<file path="src/rtl/tetris_pkg.sv">
// Shared board geometry, piece codes, palette colours and draw-sequencer types.
package tetris_pkg;

  localparam int unsigned COLS    = 10;
  localparam int unsigned ROWS    = 20;
  localparam int unsigned CELL_W  = 64;
  localparam int unsigned CELL_H  = 24;

  localparam int unsigned CODE_W  = 3;
  localparam int unsigned COLOR_W = 9;
  localparam int unsigned X_W     = 10;
  localparam int unsigned Y_W     = 9;
  localparam int unsigned ADDR_W  = 8;

  localparam logic [CODE_W-1:0] CODE_EMPTY = 3'd0;
  localparam logic [CODE_W-1:0] CODE_I     = 3'd1;
  localparam logic [CODE_W-1:0] CODE_O     = 3'd2;
  localparam logic [CODE_W-1:0] CODE_T     = 3'd3;
  localparam logic [CODE_W-1:0] CODE_S     = 3'd4;
  localparam logic [CODE_W-1:0] CODE_Z     = 3'd5;
  localparam logic [CODE_W-1:0] CODE_J     = 3'd6;
  localparam logic [CODE_W-1:0] CODE_L     = 3'd7;

  // RRR_GGG_BBB, written in octal so each digit is one channel
  localparam logic [COLOR_W-1:0] COLOR_EMPTY = 9'o000;
  localparam logic [COLOR_W-1:0] COLOR_I     = 9'o077;
  localparam logic [COLOR_W-1:0] COLOR_O     = 9'o770;
  localparam logic [COLOR_W-1:0] COLOR_T     = 9'o507;
  localparam logic [COLOR_W-1:0] COLOR_S     = 9'o070;
  localparam logic [COLOR_W-1:0] COLOR_Z     = 9'o700;
  localparam logic [COLOR_W-1:0] COLOR_J     = 9'o007;
  localparam logic [COLOR_W-1:0] COLOR_L     = 9'o740;

  typedef enum logic [2:0] {
    ST_IDLE,
    ST_RD,
    ST_WAIT_RD,
    ST_LAUNCH,
    ST_WAIT_BOX,
    ST_NEXT,
    ST_FIN
  } draw_state_t;

  typedef struct packed {
    logic [X_W-1:0]     x0;
    logic [Y_W-1:0]     y0;
    logic [COLOR_W-1:0] color;
  } box_cmd_t;

endpackage

</file>
<file path="src/rtl/piece_palette.sv">
// Combinational piece-code to RGB colour lookup.
module piece_palette
  import tetris_pkg::*;
(
  input  logic [CODE_W-1:0]  i_code,
  output logic [COLOR_W-1:0] o_color_c
);

  always_comb begin
    o_color_c = COLOR_EMPTY;
    case (i_code)
      CODE_I:  o_color_c = COLOR_I;
      CODE_O:  o_color_c = COLOR_O;
      CODE_T:  o_color_c = COLOR_T;
      CODE_S:  o_color_c = COLOR_S;
      CODE_Z:  o_color_c = COLOR_Z;
      CODE_J:  o_color_c = COLOR_J;
      CODE_L:  o_color_c = COLOR_L;
      default: o_color_c = COLOR_EMPTY;
    endcase
  end

endmodule

</file>
<file path="src/rtl/board_draw_sequencer.sv">
// Walks the board RAM in row-major order and issues one box-draw command per cell,
// handshaking each with the box renderer.
module board_draw_sequencer
  import tetris_pkg::*;
#(
  parameter int unsigned COLS       = tetris_pkg::COLS,
  parameter int unsigned ROWS       = tetris_pkg::ROWS,
  parameter int unsigned CELL_W     = tetris_pkg::CELL_W,
  parameter int unsigned CELL_H     = tetris_pkg::CELL_H,
  parameter int unsigned SKIP_EMPTY = 0
)(
  input  logic               CLOCK_50,
  input  logic               resetn,
  input  logic               go,
  output logic [ADDR_W-1:0]  brd_addr,
  input  logic [CODE_W-1:0]  brd_data,
  output logic               box_start,
  output logic [X_W-1:0]     box_x0,
  output logic [Y_W-1:0]     box_y0,
  output logic [COLOR_W-1:0] box_color,
  input  logic               box_done,
  output logic               busy,
  output logic               done
);

  localparam int unsigned COL_W = (COLS > 1) ? $clog2(COLS) : 1;
  localparam int unsigned ROW_W = (ROWS > 1) ? $clog2(ROWS) : 1;

  draw_state_t        r_state, w_state_nxt;
  logic [COL_W-1:0]   r_col, w_col_nxt;
  logic [ROW_W-1:0]   r_row, w_row_nxt;
  logic [ADDR_W-1:0]  r_cell, w_cell_nxt;
  logic [ADDR_W-1:0]  r_brd_addr, w_brd_addr_nxt;
  box_cmd_t           r_box, w_box_nxt;
  logic               r_rd_wait, w_rd_wait_nxt;
  logic               r_box_start, w_box_start_nxt;
  logic               r_busy, w_busy_nxt;
  logic               r_done, w_done_nxt;
  logic [COLOR_W-1:0] w_pal_color_c;
  logic               w_last_col, w_last_row, w_skip;

  piece_palette u_palette (
    .i_code    (brd_data),
    .o_color_c (w_pal_color_c)
  );

  assign w_last_col = (r_col == COL_W'(COLS - 1));
  assign w_last_row = (r_row == ROW_W'(ROWS - 1));
  assign w_skip     = (SKIP_EMPTY != 0) && (brd_data == CODE_EMPTY);

  always_ff @(posedge CLOCK_50 or negedge resetn) begin
    if (!resetn) begin
      r_state     <= ST_IDLE;
      r_col       <= '0;
      r_row       <= '0;
      r_cell      <= '0;
      r_brd_addr  <= '0;
      r_box       <= '0;
      r_rd_wait   <= 1'b0;
      r_box_start <= 1'b0;
      r_busy      <= 1'b0;
      r_done      <= 1'b0;
    end else begin
      r_state     <= w_state_nxt;
      r_col       <= w_col_nxt;
      r_row       <= w_row_nxt;
      r_cell      <= w_cell_nxt;
      r_brd_addr  <= w_brd_addr_nxt;
      r_box       <= w_box_nxt;
      r_rd_wait   <= w_rd_wait_nxt;
      r_box_start <= w_box_start_nxt;
      r_busy      <= w_busy_nxt;
      r_done      <= w_done_nxt;
    end
  end

  // Next state and datapath; strobes are derived from the state being entered
  always_comb begin
    w_state_nxt    = r_state;
    w_col_nxt      = r_col;
    w_row_nxt      = r_row;
    w_cell_nxt     = r_cell;
    w_brd_addr_nxt = r_brd_addr;
    w_box_nxt      = r_box;
    w_rd_wait_nxt  = 1'b0;

    case (r_state)
      ST_IDLE: begin
        if (go) begin
          w_state_nxt  = ST_RD;
          w_col_nxt    = '0;
          w_row_nxt    = '0;
          w_cell_nxt   = '0;
          w_box_nxt.x0 = '0;
          w_box_nxt.y0 = '0;
        end
      end
      ST_RD: begin
        w_brd_addr_nxt = r_cell;
        w_state_nxt    = ST_WAIT_RD;
      end
      // First cycle lets the RAM see the new address; second captures its data
      ST_WAIT_RD: begin
        if (!r_rd_wait) begin
          w_rd_wait_nxt = 1'b1;
        end else begin
          w_box_nxt.color = w_pal_color_c;
          w_state_nxt     = w_skip ? ST_NEXT : ST_LAUNCH;
        end
      end
      ST_LAUNCH: begin
        w_state_nxt = ST_WAIT_BOX;
      end
      ST_WAIT_BOX: begin
        if (box_done) begin
          w_state_nxt = ST_NEXT;
        end
      end
      ST_NEXT: begin
        if (w_last_col && w_last_row) begin
          w_state_nxt = ST_FIN;
        end else begin
          w_state_nxt = ST_RD;
          w_cell_nxt  = r_cell + ADDR_W'(1);
          if (!w_last_col) begin
            w_col_nxt    = r_col + COL_W'(1);
            w_box_nxt.x0 = r_box.x0 + X_W'(CELL_W);
          end else begin
            w_col_nxt    = '0;
            w_box_nxt.x0 = '0;
            w_row_nxt    = r_row + ROW_W'(1);
            w_box_nxt.y0 = r_box.y0 + Y_W'(CELL_H);
          end
        end
      end
      ST_FIN: begin
        w_state_nxt = ST_IDLE;
      end
      default: begin
        w_state_nxt = ST_IDLE;
      end
    endcase

    w_box_start_nxt = (w_state_nxt == ST_LAUNCH);
    w_done_nxt      = (w_state_nxt == ST_FIN);
    w_busy_nxt      = (w_state_nxt != ST_IDLE) && (w_state_nxt != ST_FIN);
  end

  assign brd_addr  = r_brd_addr;
  assign box_start = r_box_start;
  assign box_x0    = r_box.x0;
  assign box_y0    = r_box.y0;
  assign box_color = r_box.color;
  assign busy      = r_busy;
  assign done      = r_done;

endmodule

</file>
<file path="config.mk">
export PLATFORM = sky130hd
export DESIGN_NAME = board_draw_sequencer
export DESIGN_NICKNAME = d
export VERILOG_FILES = /design/src/rtl/tetris_pkg.sv /design/src/rtl/piece_palette.sv /design/src/rtl/board_draw_sequencer.sv
export SDC_FILE = /design/constraint.sdc
export NUM_CORES = 1
export LEC_CHECK = 0
export CORE_MARGIN = 4
export CORE_UTILIZATION = 35
export CTS_CLUSTER_SIZE = 12
export DETAILED_ROUTE_END_ITERATION = 7
export GPL_ROUTABILITY_DRIVEN = 0
export GPL_TIMING_DRIVEN = 0
export PLACE_DENSITY = 0.6
export SLEW_MARGIN = 20
export SYNTH_ARGS = -nofsm -noshare
export SYNTH_HDL_FRONTEND = slang
export SYNTH_SLANG_ARGS = --single-unit
</file>
<file path="constraint.sdc">
create_clock -name CLOCK_50 -period 2.5 [get_ports CLOCK_50]
set_input_delay 0.375 -clock CLOCK_50 [delete_from_list [all_inputs] [get_ports CLOCK_50]]
set_output_delay 0.375 -clock CLOCK_50 [all_outputs]
set_load 0.03 [all_outputs]
</file>
==> impl_metrics.csv <==
group,metric,value,unit
flow_run,drv_cap,0,
route,postRouteWirelength,4510,um
floorplanning,die_x,89.3,um
critical_path,slowest_stage,"a21oi_1",
floorplanning,rows,29,
critical_path,crit_fanout,10,
logic_synthesis,synth_ff_type,"dfrtp_1",
clock_tree,cts_inserted_buffers,5,
run_status,outcome,"finished with violations",
sta,fmax,0.446,GHz
cells_and_area,nets,287,
logic_synthesis,synth-async-reset-ratio,1.00,
sta,slew_viol_final,0,
sta,period_needed,2240,ps
clock_tree,cts_root_buffer,"clkbuf_8",
logic_synthesis,yosysWarnings,0,
route,drcViolationCount,0,
sta,finalSetupViolCount,0,
power_and_ir_drop,power.density,815,nW/um2
power_and_ir_drop,power,2.36,mW
hold_path,hp-class,"input pin to async pin",
placed_design,dp_hpwl,3310,um
route,vias_per_cell,4.88,
power_and_ir_drop,power.leakage,1.30,nW
critical_path,reg2reg_slack,260,ps
logic_synthesis,synth.yosys.seq_area_share,0.508,
logic_synthesis,synth-seq-cells,47,
grt,grt_pass1_wl,7650,um
route,routedWlPerCell,12.8,um
route,drt_iter0_drc,111,
logic_synthesis,yosysUniqueCellTypes,40,
clock_tree,cts_hold_buf,0,
clock_tree,clk_path_buf_depth,2,
sta,hold_violations,16,
logic_synthesis,syn-cell-area,2320,um2
logic_synthesis,syn_inst,223,
floorplanning,core-area,6390,um2
logic_synthesis,post_synth.cell_area_avg,10.4,um2
grt,antenna_found_initial,0,
critical_path,arrival,2430,ps
route,num_vias,1713,
grt,grt_pass1_vias,1614,
floorplanning,num_io_pins,46,
grt,track_usage,0.123,
clock_tree,h-tree-depth,2,
floorplanning,die_y,89.3,um
placed_design,placedCellCount,344,
sta,fin_skew,4.21,ps
critical_path,critPathMaxStageDelay,530,ps
clock_tree,clk_pin_slew,80,ps
run_status,failed_checks,"hold timing",
logic_synthesis,synth_edf_count,0,
cells_and_area,utilization,0.453,
route,first_pass_iters,4,
placed_design,port-buffer-count,35,
cells_and_area,area_growth,25.0,%
sta,tns,0,ps
floorplanning,initial_core_util,0.363,
cells_and_area,drive_above_1_share,0.139,
cells_and_area,nFillCells,603,
critical_path,endpoint_kind,"register",
sta,min_period_over_period,0.897,
critical_path,reg2reg_from,"r_col[0]",
sta,whs,-3.93,ps
sta,grt_setup_unrepaired,"false",
route,postRouteAntennaNets,0,
cells_and_area,diodes,0,
critical_path,worstSetupPathType,"register to register",
clock_tree,worstSkewPairLatency,300,ps
critical_path,cp_cell_sequence,"ha_1 > and3b_1 > clkbuf_1 > a21oi_1 > nor2_1 > mux2_2",
cells_and_area,fin_cells,351,
sta,relSlewSlack,0.526,
critical_path,critPathRequiredTime,2680,ps
clock_tree,cts_tree,"done",
critical_path,reg2regPathDepth,6,
power_and_ir_drop,vdd_drop_max,0.582,mV
critical_path,reg2reg_to,"r_cell[0]",
clock_tree,clkSinkCount,47,
clock_tree,cts_resized,0,
clock_tree,post_cts_buffers,0,
grt,grt_overflow,0,
critical_path,critPathLaunchType,"register",
floorplanning,die-area,7980,um2
sta,worstMarginPinSlew,707,ps
grt,grt_max_degree,32,
## worst max-delay path: cells and delay by family (launching register included)
family                   cells  cell delay (ps)
AO/OA/AOI/OAI                1              530
flip-flops                   1              440
adder cells (fa/ha/maj)      1              240
buffers and inverters        1              210
AND/OR/NAND/NOR              2              410
multiplexers                 1              310
## registers in the layout (all words and copies together) (netlist names)
name / flops
brd_addr: 8
r_cell: 8
box_y0: 6
box_color: 5
r_row: 5
box_x0: 4
r_col: 4
r_state: 3
box_start: 1
busy: 1
done: 1
r_rd_wait: 1
## per-stage QoR
step                      area [um2]  setup slack [ps]
after floorplan                 2350               482
after global placement          2790              -349
after detailed placement        2810               248
after CTS                       2900               234
after global routing            2900               170
final                           2900               258
## worst max-delay path by stage
stage | to | cells past startpoint | slack (ps) | startpoint
after detailed placement | r_cell[0] | 6 | 250 | r_col[0]
after CTS | r_cell[0] | 6 | 230 | r_col[0]
final | r_cell[0] | 6 | 260 | r_col[0]
after global placement | box_y0[3] | 1 | -350 | resetn
after floorplan | box_y0[8] | 6 | 480 | r_row[0]
after global routing | r_cell[0] | 6 | 170 | r_col[0]
## kinds of logic (layout without fill, tap and decap cells)
| logic type | Yosys count | in the layout | synth area share |
|---|---|---|---|
| muxes | 13 | 13 | 0.0616 |
| adders and majority gates | 6 | 6 | 0.0324 |
| buffers and inverters | 30 | 73 | 0.0740 |
| other | 1 | 9 | 0.00162 |
| DFF | 47 | 47 | 0.508 |
| xor gates and xnor gates | 14 | 14 | 0.0529 |
| AOI/OAI and AO/OA | 36 | 36 | 0.103 |
| and+or+nand+nor | 76 | 76 | 0.166 |
## cell usage in the layout, fill, tap and decap left out, types with 2 or more instances in the layout
cell type        count
a2111oi_0            3
a211oi_1             4
a21o_1               2
a21oi_1              7
a31oi_1              2
and3b_1              2
buf_2                3
buf_4               13
clkbuf_1             8
clkbuf_8             6
clkdlybuf4s50_1     34
conb_1               9
dfrtp_1             47
ha_1                 6
inv_1                6
mux2_2              10
mux2i_1              3
nand2_1             21
nand3_1              9
nand3b_1             5
nand4_1              2
nor2_1              25
nor4_1               3
o211ai_1             3
o21ai_0              8
o31ai_1              3
xnor2_1             13
## synth_stat cells (3+ instances only)
| cell type | number | area, um2 |
|---|---|---|
| a211oi_1 | 4 | 30.0 |
| nand2_1 | 21 | 78.8 |
| nand3_1 | 9 | 45.0 |
| nand3b_1 | 5 | 37.5 |
| xnor2_1 | 13 | 114 |
| o31ai_1 | 3 | 22.5 |
| mux2_2 | 10 | 113 |
| buf_4 | 13 | 97.6 |
| mux2i_1 | 3 | 30.0 |
| a21oi_1 | 7 | 35.0 |
| nor2_1 | 25 | 93.8 |
| a2111oi_0 | 3 | 26.3 |
| ha_1 | 6 | 75.1 |
| o21ai_0 | 8 | 40.0 |
| nor4_1 | 3 | 18.8 |
| clkbuf_1 | 8 | 30.0 |
| dfrtp_1 | 47 | 1180 |
| inv_1 | 6 | 22.5 |
| o211ai_1 | 3 | 22.5 |
## power by group
part / internal (mW) / switching (mW)
clock network: 0.217 / 0.242
registers: 0.879 / 0.0780
logic: 0.390 / 0.553
## final cells by class
type / instances / area, um2 / area share
buffer: 24 / 149 / 0.0514
clock inverter: 1 / 5.00 / 0.00173
multi-input combinational: 154 / 998 / 0.345
clock buffer: 6 / 82.6 / 0.0285
sequential: 47 / 1180 / 0.406
inverter: 6 / 22.5 / 0.00778
timing repair buffer: 36 / 365 / 0.126
tap: 77 / 96.3 / 0.0333
## per-layer routing
metal,wire length (um),up-vias,part of all wire,track usage
met3,289,7,0.064,0.0304
met4,58,0,0.013,0.0406
met2,2020,51,0.45,0.182
met5,0,-,0,0
li1,-,854,-,-
met1,2140,801,0.48,0.177
(Power assumes the default switching activity.)
